$ cat config.mk
export PLATFORM = sky130hd
export DESIGN_NAME = alu_seq
export DESIGN_NICKNAME = d
export VERILOG_FILES = /design/src/rtl/alu_pkg.sv /design/src/rtl/alu_iter_unit.sv /design/src/rtl/alu_seq.sv
export SDC_FILE = /design/constraint.sdc
export NUM_CORES = 1
export LEC_CHECK = 0
export CORE_MARGIN = 3
export CORE_UTILIZATION = 30
export CTS_CLUSTER_DIAMETER = 60
export DETAILED_ROUTE_END_ITERATION = 12
export SLEW_MARGIN = 20
export SYNTH_ARGS = -nofsm -noshare
export SYNTH_HDL_FRONTEND = slang
export SYNTH_SLANG_ARGS = --single-unit
$ cat constraint.sdc
create_clock -name clk_i -period 5.1 [get_ports clk_i]
set_input_delay 0.765 -clock clk_i [delete_from_list [all_inputs] [get_ports clk_i]]
set_output_delay 0.765 -clock clk_i [all_outputs]
set_load 0.05 [all_outputs]
$ cat src/rtl/alu_pkg.sv
// Shared definitions for the multi-cycle ALU.
// Holds the opcode encodings, the sequencer state type and the default datapath width.
package alu_pkg;

    localparam int unsigned ALU_WIDTH = 32;

    localparam logic [3:0] OP_AND  = 4'b0000;
    localparam logic [3:0] OP_OR   = 4'b0001;
    localparam logic [3:0] OP_ADD  = 4'b0010;
    localparam logic [3:0] OP_SUB  = 4'b0110;
    localparam logic [3:0] OP_SLT  = 4'b0111;
    localparam logic [3:0] OP_NOR  = 4'b1100;
    localparam logic [3:0] OP_MULU = 4'b1000;
    localparam logic [3:0] OP_DIVU = 4'b1001;

    typedef enum logic [1:0] {
        IDLE = 2'd0,
        CALC = 2'd1,
        DONE = 2'd2
    } state_t;

    // True for opcodes that run through the iterative unit
    function automatic logic is_iter(input logic [3:0] op);
        return (op == OP_MULU) || (op == OP_DIVU);
    endfunction

endpackage

$ cat src/rtl/alu_iter_unit.sv
// Iterative unsigned multiply (shift-add) and divide (restoring) datapath.
// Ports:
//   clk_i, rst_i : clock, synchronous active-high reset
//   load         : capture operands a/b and the mode (is_div)
//   step         : perform one iteration
//   is_div       : 1 = divide a/b, 0 = multiply a*b (sampled on load)
//   a, b         : operands
//   hi, lo       : accumulator value as it will be after this cycle (look-ahead),
//                  so the caller can register the final result on the last step.
//                  Multiply: {hi,lo} = product. Divide: lo = quotient, hi = remainder.
module alu_iter_unit
    import alu_pkg::*;
#(
    parameter int unsigned WIDTH = ALU_WIDTH
) (
    input  logic             clk_i,
    input  logic             rst_i,
    input  logic             load,
    input  logic             step,
    input  logic             is_div,
    input  logic [WIDTH-1:0] a,
    input  logic [WIDTH-1:0] b,
    output logic [WIDTH-1:0] hi,
    output logic [WIDTH-1:0] lo
);

    logic [WIDTH-1:0] hi_q, lo_q, opnd_q;
    logic [WIDTH-1:0] hi_n, lo_n, opnd_n;
    logic             div_q, div_n;

    logic [WIDTH:0]   add_sum;
    logic [WIDTH:0]   shifted;
    logic [WIDTH-1:0] trial;
    logic             fits;

    // Next accumulator value: operand load or one multiply/divide iteration
    always_comb begin
        hi_n   = hi_q;
        lo_n   = lo_q;
        opnd_n = opnd_q;
        div_n  = div_q;

        add_sum = {1'b0, hi_q} + {1'b0, opnd_q};
        shifted = {hi_q, lo_q[WIDTH-1]};
        fits    = (shifted >= {1'b0, opnd_q});
        // When fits, the true difference is below the divisor, so WIDTH bits suffice
        trial   = shifted[WIDTH-1:0] - opnd_q;

        if (load) begin
            hi_n   = '0;
            lo_n   = is_div ? a : b;
            opnd_n = is_div ? b : a;
            div_n  = is_div;
        end else if (step) begin
            if (div_q) begin
                // A zero divisor always fits: quotient ends all ones, remainder ends as the dividend
                hi_n = fits ? trial : shifted[WIDTH-1:0];
                lo_n = {lo_q[WIDTH-2:0], fits};
            end else if (lo_q[0]) begin
                {hi_n, lo_n} = {add_sum, lo_q[WIDTH-1:1]};
            end else begin
                {hi_n, lo_n} = {1'b0, hi_q, lo_q[WIDTH-1:1]};
            end
        end
    end

    // Accumulator registers
    always_ff @(posedge clk_i) begin
        if (rst_i) begin
            hi_q   <= '0;
            lo_q   <= '0;
            opnd_q <= '0;
            div_q  <= 1'b0;
        end else begin
            hi_q   <= hi_n;
            lo_q   <= lo_n;
            opnd_q <= opnd_n;
            div_q  <= div_n;
        end
    end

    assign hi = hi_n;
    assign lo = lo_n;

endmodule

$ cat src/rtl/alu_seq.sv
// Multi-cycle ALU with valid/ready handshakes on both sides.
// Single-cycle logic/arithmetic ops complete one cycle after accept; MULU/DIVU take WIDTH+1.
// Ports:
//   clk_i, rst_i          : clock, synchronous active-high reset
//   in_valid / in_ready   : operation handshake (alu_op, src1, src2)
//   out_valid / out_ready : result handshake
//   result_lo, result_hi  : result (product low/high, quotient/remainder)
//   zero, carry, overflow : flags; err flags illegal op or divide by zero
module alu_seq
    import alu_pkg::*;
#(
    parameter int unsigned WIDTH = ALU_WIDTH
) (
    input  logic             clk_i,
    input  logic             rst_i,
    input  logic             in_valid,
    output logic             in_ready,
    input  logic [3:0]       alu_op,
    input  logic [WIDTH-1:0] src1,
    input  logic [WIDTH-1:0] src2,
    output logic             out_valid,
    input  logic             out_ready,
    output logic [WIDTH-1:0] result_lo,
    output logic [WIDTH-1:0] result_hi,
    output logic             zero,
    output logic             carry,
    output logic             overflow,
    output logic             err
);

    localparam int unsigned CNT_W = $clog2(WIDTH) + 1;

    state_t           state_q, state_n;
    logic [CNT_W-1:0] cnt_q, cnt_n;
    logic             accept, load, step, last;
    logic             div_zero_q;

    logic [WIDTH-1:0] iter_hi, iter_lo;

    logic             sub_mode, c_out, c_msb, ovf;
    logic [WIDTH-1:0] b_eff, sum;
    logic [WIDTH-1:0] alu_lo;
    logic             alu_c, alu_v, alu_e;

    // Single-cycle ALU on the incoming operands; SLT reuses the subtractor
    always_comb begin
        sub_mode     = (alu_op == OP_SUB) || (alu_op == OP_SLT);
        b_eff        = sub_mode ? ~src2 : src2;
        {c_out, sum} = {1'b0, src1} + {1'b0, b_eff} + (WIDTH+1)'(sub_mode);
        c_msb        = src1[WIDTH-1] ^ b_eff[WIDTH-1] ^ sum[WIDTH-1];
        ovf          = c_msb ^ c_out;

        alu_lo = '0;
        alu_c  = 1'b0;
        alu_v  = 1'b0;
        alu_e  = 1'b0;
        case (alu_op)
            OP_AND:  alu_lo = src1 & src2;
            OP_OR:   alu_lo = src1 | src2;
            OP_NOR:  alu_lo = ~(src1 | src2);
            OP_ADD, OP_SUB: begin
                alu_lo = sum;
                alu_c  = c_out;
                alu_v  = ovf;
            end
            // Sign of the true difference, valid even when the subtraction overflows
            OP_SLT:  alu_lo = WIDTH'(sum[WIDTH-1] ^ ovf);
            OP_MULU, OP_DIVU: alu_lo = '0;
            default: alu_e = 1'b1;
        endcase
    end

    // Sequencer next state and control strobes
    always_comb begin
        state_n = state_q;
        cnt_n   = cnt_q;
        accept  = 1'b0;
        load    = 1'b0;
        step    = 1'b0;
        last    = 1'b0;
        case (state_q)
            IDLE: begin
                if (in_valid && in_ready) begin
                    accept = 1'b1;
                    if (is_iter(alu_op)) begin
                        load    = 1'b1;
                        cnt_n   = '0;
                        state_n = CALC;
                    end else begin
                        state_n = DONE;
                    end
                end
            end
            CALC: begin
                step = 1'b1;
                if (cnt_q == CNT_W'(WIDTH - 1)) begin
                    last    = 1'b1;
                    cnt_n   = '0;
                    state_n = DONE;
                end else begin
                    cnt_n = cnt_q + CNT_W'(1);
                end
            end
            DONE: begin
                if (out_ready) begin
                    state_n = IDLE;
                end
            end
            default: state_n = IDLE;
        endcase
    end

    // State and iteration counter
    always_ff @(posedge clk_i) begin
        if (rst_i) begin
            state_q <= IDLE;
            cnt_q   <= '0;
        end else begin
            state_q <= state_n;
            cnt_q   <= cnt_n;
        end
    end

    // Handshake and result registers; results change only when entering DONE
    always_ff @(posedge clk_i) begin
        if (rst_i) begin
            in_ready   <= 1'b1;
            out_valid  <= 1'b0;
            result_lo  <= '0;
            result_hi  <= '0;
            zero       <= 1'b0;
            carry      <= 1'b0;
            overflow   <= 1'b0;
            err        <= 1'b0;
            div_zero_q <= 1'b0;
        end else begin
            in_ready  <= (state_n == IDLE);
            out_valid <= (state_n == DONE);
            if (accept) begin
                div_zero_q <= (alu_op == OP_DIVU) && (src2 == '0);
                if (!is_iter(alu_op)) begin
                    result_lo <= alu_lo;
                    result_hi <= '0;
                    zero      <= (alu_lo == '0);
                    carry     <= alu_c;
                    overflow  <= alu_v;
                    err       <= alu_e;
                end
            end
            if (last) begin
                result_lo <= iter_lo;
                result_hi <= iter_hi;
                zero      <= (iter_lo == '0);
                carry     <= 1'b0;
                overflow  <= 1'b0;
                err       <= div_zero_q;
            end
        end
    end

    alu_iter_unit #(.WIDTH(WIDTH)) u_iter (
        .clk_i  (clk_i),
        .rst_i  (rst_i),
        .load   (load),
        .step   (step),
        .is_div (alu_op == OP_DIVU),
        .a      (src1),
        .b      (src2),
        .hi     (iter_hi),
        .lo     (iter_lo)
    );

endmodule

Word level (Yosys, flattened, before mapping)
Cells that the tools add are included.
{"block": "op_classes", "addsub": 5, "n_lt_le_gt_ge": 1, "n_eq_ne": 14, "muxes": 45, "bitwise": 9, "n_reduce_logical": 18}
{"op": "$mux W32", "count": 18}
{"op": "$pmux W32 S5", "count": 1}
{"op": "$logic_not A32 Y1", "count": 3}
{"op": "$add A32 B32 Y33", "count": 2}
{"op": "$not A32 Y32", "count": 2}
{"op": "$add A33 B1 Y33", "count": 1}
{"op": "$ge A33 B32 Y1", "count": 1}
{"op": "$and A32 B32 Y32", "count": 1}
{"op": "$or A32 B32 Y32", "count": 1}
{"op": "$sub A32 B32 Y32", "count": 1}
{"op": "$mux W6", "count": 3}
{"op": "$mux W1", "count": 17}
{"op": "$eq A4 B4 Y1 const B", "count": 3}
{"op": "$pmux W6 S2", "count": 1}
{"op": "$eq A4 B3 Y1 const B", "count": 2}
{"op": "$mux W2", "count": 4}
{"op": "$reduce_or A8 Y1", "count": 1}
{"op": "$add A6 B1 Y6 const B", "count": 1}
{"op": "$eq A6 B5 Y1 const B", "count": 1}
{"op": "$ne A2 B2 Y1 const B", "count": 3}
{"op": "$pmux W2 S3", "count": 1}
{"op": "$eq A2 B2 Y1 const B", "count": 2}
{"op": "$eq A4 B1 Y1 const B", "count": 1}
{"op": "$eq A4 B2 Y1 const B", "count": 1}
{"op": "11 further kinds", "count": 20}
{"block": "totals", "register_bits": 176, "inputBits": 72, "output_inout_bits": 70, "elab_cells": 107}

Depth between registers and ports, before layout
{"block": "depth", "ltp_word": 13, "depth_mapped": 17, "depth_no_buf": 15}

Cells and area by module
Synthesis repeated with hierarchy kept, for this count alone.
{"block": "hier_totals", "cells_unflattened": 2101, "hier_area_um2": 16074.2}
{"module": "alu_iter_unit", "n_inst": 1, "cells_each": 1238, "area_per_inst_um2": 9466.6, "seq_area_each_um2": 1941.9}
{"module": "alu_seq", "n_inst": 1, "cells_each": 863, "area_per_inst_um2": 6607.6, "seq_area_each_um2": 1581.5}

Worst setup path before layout
Ideal clock, no wire load.
{"block": "synth_timing", "path_type": "input to register", "startpoint": "input port alu_op[2]", "endpoint": "register zero", "setup_time_ns": 0.084, "arrival_ns": 4.690, "required_ns": 5.016, "path_slack_ns": 0.326, "stages": 16, "path_buffers": 2, "cell_sequence": "buf_2 nand2_1 buf_1 xnor2_1 fa_1 a21o_1 a221o_1 a31oi_4 o21ai_2 xor2_1 a2111oi_0 or4b_1 nor4_2 and4_1 nand4b_1 o31ai_2"}
{"block": "synth_via", "elab_chain_len": 13, "word_cells_on_any_way": 31, "classes_between": "add/sub: 2; eq/ne: 8; mux: 10; bitwise: 4; reduce/logical: 7"}
{"element": "start, declared", "line_no": "alu_seq.sv:18", "text": "input logic [3:0] alu_op,"}
{"element": "$eq A4 B3 Y1", "line_no": "alu_seq.sv:47, alu_seq.sv:57"}
{"element": "$logic_or A1 B1 Y1", "line_no": "alu_seq.sv:47", "text": "sub_mode = (alu_op == OP_SUB) || (alu_op == OP_SLT);"}
{"element": "$mux W32", "line_no": "alu_seq.sv:48", "text": "b_eff = sub_mode ? ~src2 : src2;"}
{"element": "$add A32 B32 Y33", "line_no": "alu_seq.sv:49", "text": "{c_out, sum} = {1'b0, src1} + {1'b0, b_eff} + (WIDTH+1)'(sub_mode);"}
{"element": "$add A33 B1 Y33", "line_no": "alu_seq.sv:49"}
{"element": "$xor A1 B1 Y1", "line_no": "alu_seq.sv:50", "text": "c_msb = src1[WIDTH-1] ^ b_eff[WIDTH-1] ^ sum[WIDTH-1];"}
{"element": "$xor A1 B1 Y1", "line_no": "alu_seq.sv:51", "text": "ovf = c_msb ^ c_out;"}
{"element": "$xor A1 B1 Y1", "line_no": "alu_seq.sv:67", "text": "OP_SLT: alu_lo = WIDTH'(sum[WIDTH-1] ^ ovf);"}
{"element": "$pmux W32 S5", "line_no": "alu_seq.sv:57", "text": "case (alu_op)"}
{"element": "$logic_not A32 Y1", "line_no": "alu_seq.sv:144", "text": "zero <= (alu_lo == '0);"}
{"element": "$mux W1", "line_no": "alu_seq.sv:141", "text": "if (!is_iter(alu_op)) begin"}
{"element": "$mux W1", "line_no": "alu_seq.sv:139", "text": "if (accept) begin"}
{"element": "$mux W1", "line_no": "alu_seq.sv:150", "text": "if (last) begin"}
{"element": "end signal, assigned", "line_no": "alu_seq.sv:144"}
{"element": "end signal, assigned", "line_no": "alu_seq.sv:153", "text": "zero <= (iter_lo == '0);"}
{"element": "end, declared", "line_no": "alu_seq.sv:25", "text": "output logic zero,"}
Parallel ways exist; a longest one is shown, timed or not. The select of a mux whose other input is x is not followed.
A chain may end at the register's enable or synchronous reset.

Worst setup path in the final report
{"block": "layout_timing", "startpoint": "input port alu_op[1]", "endpoint": "register zero"}
The elaborated chain is that of the path after synthesis.

==> out/metrics.yaml <==
place:
  pre_cts_slack_ps: -206
  port_buffers: 141
  place_congestion: 0.920
  dp_hpwl_um: 43700
synthesis:
  async_flop_share_pct: 0
  synthSimpleGateAreaFrac_pct: 17.9
  synth_cells: 1941
  synth-seq-area-share_pct: 23.5
  synth_top_family_by_area: "compound AO/OA/AOI/OAI gates"
  synth-xor-area-share_pct: 6.31
  muxShareOfSynthArea_pct: 8.06
  ys_ff_latch: 176
  synth-edff-count: 0
  ys_types: 81
  synth_fa_ha_area_share_pct: 10.7
  synth_compound_area_share_pct: 28.7
  synth.cell_area_um2: 15000
  yosysWarnings: 0
  syn_nets: 2114
  avgSynthCellArea_um2: 7.73
  ys.flop_type: "dfxtp_1"
die:
  io_pins: 142
  fp.dieW_um: 230
  start_util_pct: 30.5
  die_h_um: 230
  coreArea_um2: 49200
  die_area_um2: 52700
  rows: 81
global_route:
  grt_max_degree: 72
  grt.total_usage_pct: 20.5
  grt_pass1_wl_um: 86000
  overflow: 0
  antenna_found_initial: 1
  grt_pass1_vias: 14996
clocking:
  cts.sinks: 176
  clock_path_buffers: 2
  clkLatencyLatePin_ps: 450
  cts_buffers: 17
  hold_buffers: 0
  cts_tree: "done"
  path_clk_slew_ps: 70
  root_buffer: "clkbuf_16"
  htreeDepth: 4
drt:
  ant_nets: 0
  routed_wirelength_um: 55800
  via_count: 15490
  drc: 0
  routed_via_density: 5.58
  drtIter0Drc: 1363
  dr.pass1.iters: 7
  wl_per_cell_um: 20.1
timing:
  fmax_mhz: 208
  relSlewSlack_pct: 35.4
  setup_viol: 0
  rsz0062_at_grt: "false"
  slew_viol_final: 0
  setup_slack_ps: 283
  worst_pin_slew_ps: 966
  fin_tns_setup_ps: 0
  fin_crit_sh_pct: 94.5
  fin_crit_ps: 4820
  hold_violations: 0
  clock-skew-final_ps: 12.9
finish:
  mostFrequentLayoutCell: "nor2_1"
  drive_gt1_share_pct: 9.14
  fillers: 5122
  fin_nets: 2272
  antennaDiodeCount: 0
  register_area_um2: 3530
  syn_to_final_growth_pct: 22.5
  multi_input_area_um2: 10800
  final_cell_mix: "nor2_1 (226), a21oi_1 (175), dfxtp_1 (175), clkdlybuf4s50_1 (139), buf_4 (126)"
  final_util_pct: 37.4
hold_path:
  hold_path.class: "reg -> reg"
flow_run:
  drv_cap: 0
power_and_ir_drop:
  p_leak_nw: 6.76
  vdd_ir_drop_max_uv: 169
  p_total_mw: 4.42
  p_per_area_nw_per_um2: 240
worst_setup_path:
  cp-start-kind: "input port"
  worst_path_max_delay_cell: "or4b_1"
  critPathMaxFanout: 21
  cp.arrival_ps: 5180
  worstSetupEndpointType: "flop"
  critical_path_class: "in -> reg"
  path_common_cell: "buf_4"
  slowest_delay_ps: 520
  path_cells: "clkdlybuf4s50_1 -> nor2b_1 -> nand2_2 -> buf_4 -> buf_4 -> xnor2_1 -> ha_1 -> a21oi_1 -> o21ai_1 -> a221oi_1 -> o31a_1 -> o211ai_1 -> a2111oi_0 -> or4b_1 -> nor4_4 -> and4_1 -> nand4b_1 -> o31ai_2"
  cp_data_required_time_ps: 5470
run_status:
  status: "finished, final reports clean"
[final cells by class]
type / count / area share, %
tap: 664 / 4.52
clock inverter: 11 / 0.763
inverter: 59 / 1.21
sequential: 176 / 19.2
clock buffer: 21 / 2.56
timing repair buffer: 268 / 13.0
multi-input combinational: 1577 / 58.8
[critical path: cells and delay by family]
family | cells | cell delay [ps]
AND/OR/NAND/NOR | 6 | 1490
adder cells (fa/ha/maj) | 1 | 310
AO/OA/AOI/OAI | 7 | 1520
buffers and inverters | 3 | 920
XOR/XNOR | 1 | 170
[per-stage QoR]
| stage | hold WS, ps | cell area, um^2 | cells |
|---|---|---|---|
| after floorplan | 458 | 15000 | 1941 |
| after global placement | 442 | 17800 | 2744 |
| after detailed placement | 443 | 17800 | 2744 |
| after CTS | 453 | 18400 | 2776 |
| after global routing | 473 | 18400 | 2776 |
| final | 448 | 18400 | 2776 |
[per-layer routing]
layer | GRT usage, % | wire, um | vias up
li1 | - | - | 7557
met1 | 28.9 | 26300 | 7263
met2 | 31.7 | 23900 | 587
met3 | 3.30 | 3880 | 81
met4 | 6.69 | 1600 | 2
met5 | 0 | 7 | -
[synth_stat cells, types with 5 or more instances]
cell type  instances  area share (%)
nor3_1            41             1.4
nand2b_1          12            0.50
and2_1            31             1.3
o31ai_1           14            0.70
o21ai_0           88             2.9
nand2_1          120             3.0
nand4_1           22            0.92
nand3_1           30             1.0
o31a_1             5            0.29
ha_1              98             8.2
xor2_1            31             1.8
a22o_1            22             1.3
a32o_1             8            0.53
mux2i_1          114             7.6
nor2_1           228             5.7
a2111oi_0          5            0.29
inv_1             58             1.5
a31oi_1           12            0.50
or3_1              9            0.38
a211o_1            5            0.29
buf_2             10            0.33
buf_1             21            0.53
maj3_1            30             2.0
o21ai_1           19            0.63
a21o_1            33             1.7
a221oi_1           9            0.53
a211oi_1          91             4.6
o22ai_1           18            0.75
a32oi_1            5            0.29
and3_1            14            0.58
nor4_1            18            0.75
o211ai_1          21             1.1
o21a_1             9            0.45
o21bai_1           9            0.45
a22oi_1           38             1.9
dfxtp_1          176              23
xnor2_1           77             4.5
mux2_2             6            0.45
nor2b_1           22            0.92
a222oi_1          19             1.3
a21oi_1          176             5.9
clkbuf_1          96             2.4
[registers in the layout, indices dropped and copies added, names as in the netlist]
| name | count |
|---|---|
| u_iter.hi_q | 32 |
| u_iter.div_q | 1 |
| state_q | 2 |
| zero | 1 |
| out_valid | 1 |
| overflow | 1 |
| div_zero_q | 1 |
| cnt_q | 6 |
| u_iter.lo_q | 32 |
| u_iter.opnd_q | 32 |
| carry | 1 |
| in_ready | 1 |
| result_lo | 32 |
| err | 1 |
| result_hi | 32 |
[worst paths after layout]
path	from	to	slack, ps	depth (start not counted)
hold / removal	result_hi[12]	result_hi[12]	450	2
setup reg to reg	u_iter.hi_q[0]	result_hi[29]	900	13
hold reg to reg	result_hi[12]	result_hi[12]	450	2
setup / recovery	alu_op[1]	zero	280	18
[cell families (layout without fill, tap and decap cells)]
kind of cell | count (synthesis) | in the layout
AOI/OAI and AO/OA | 644 | 644
xor gates and xnor gates | 108 | 108
adders and majority gates | 132 | 132
buffers and inverters | 188 | 359
DFF | 176 | 176
muxes | 120 | 120
and+or+nand+nor | 573 | 573
[timing repair]
action / in CTS / in global routing
setup buffers: 0 / 0
resized for setup: 0 / 1
endpoints found under the setup margin: 0 / 1
[report_power, final]
part           internal (mW)  total (mW)  switching [mW]
Sequential              1.41        1.46          0.0448
Clock                  0.776        1.41           0.629
Combinational          0.639        1.55           0.915
Note: power is estimated with default switching activity, not from simulation.
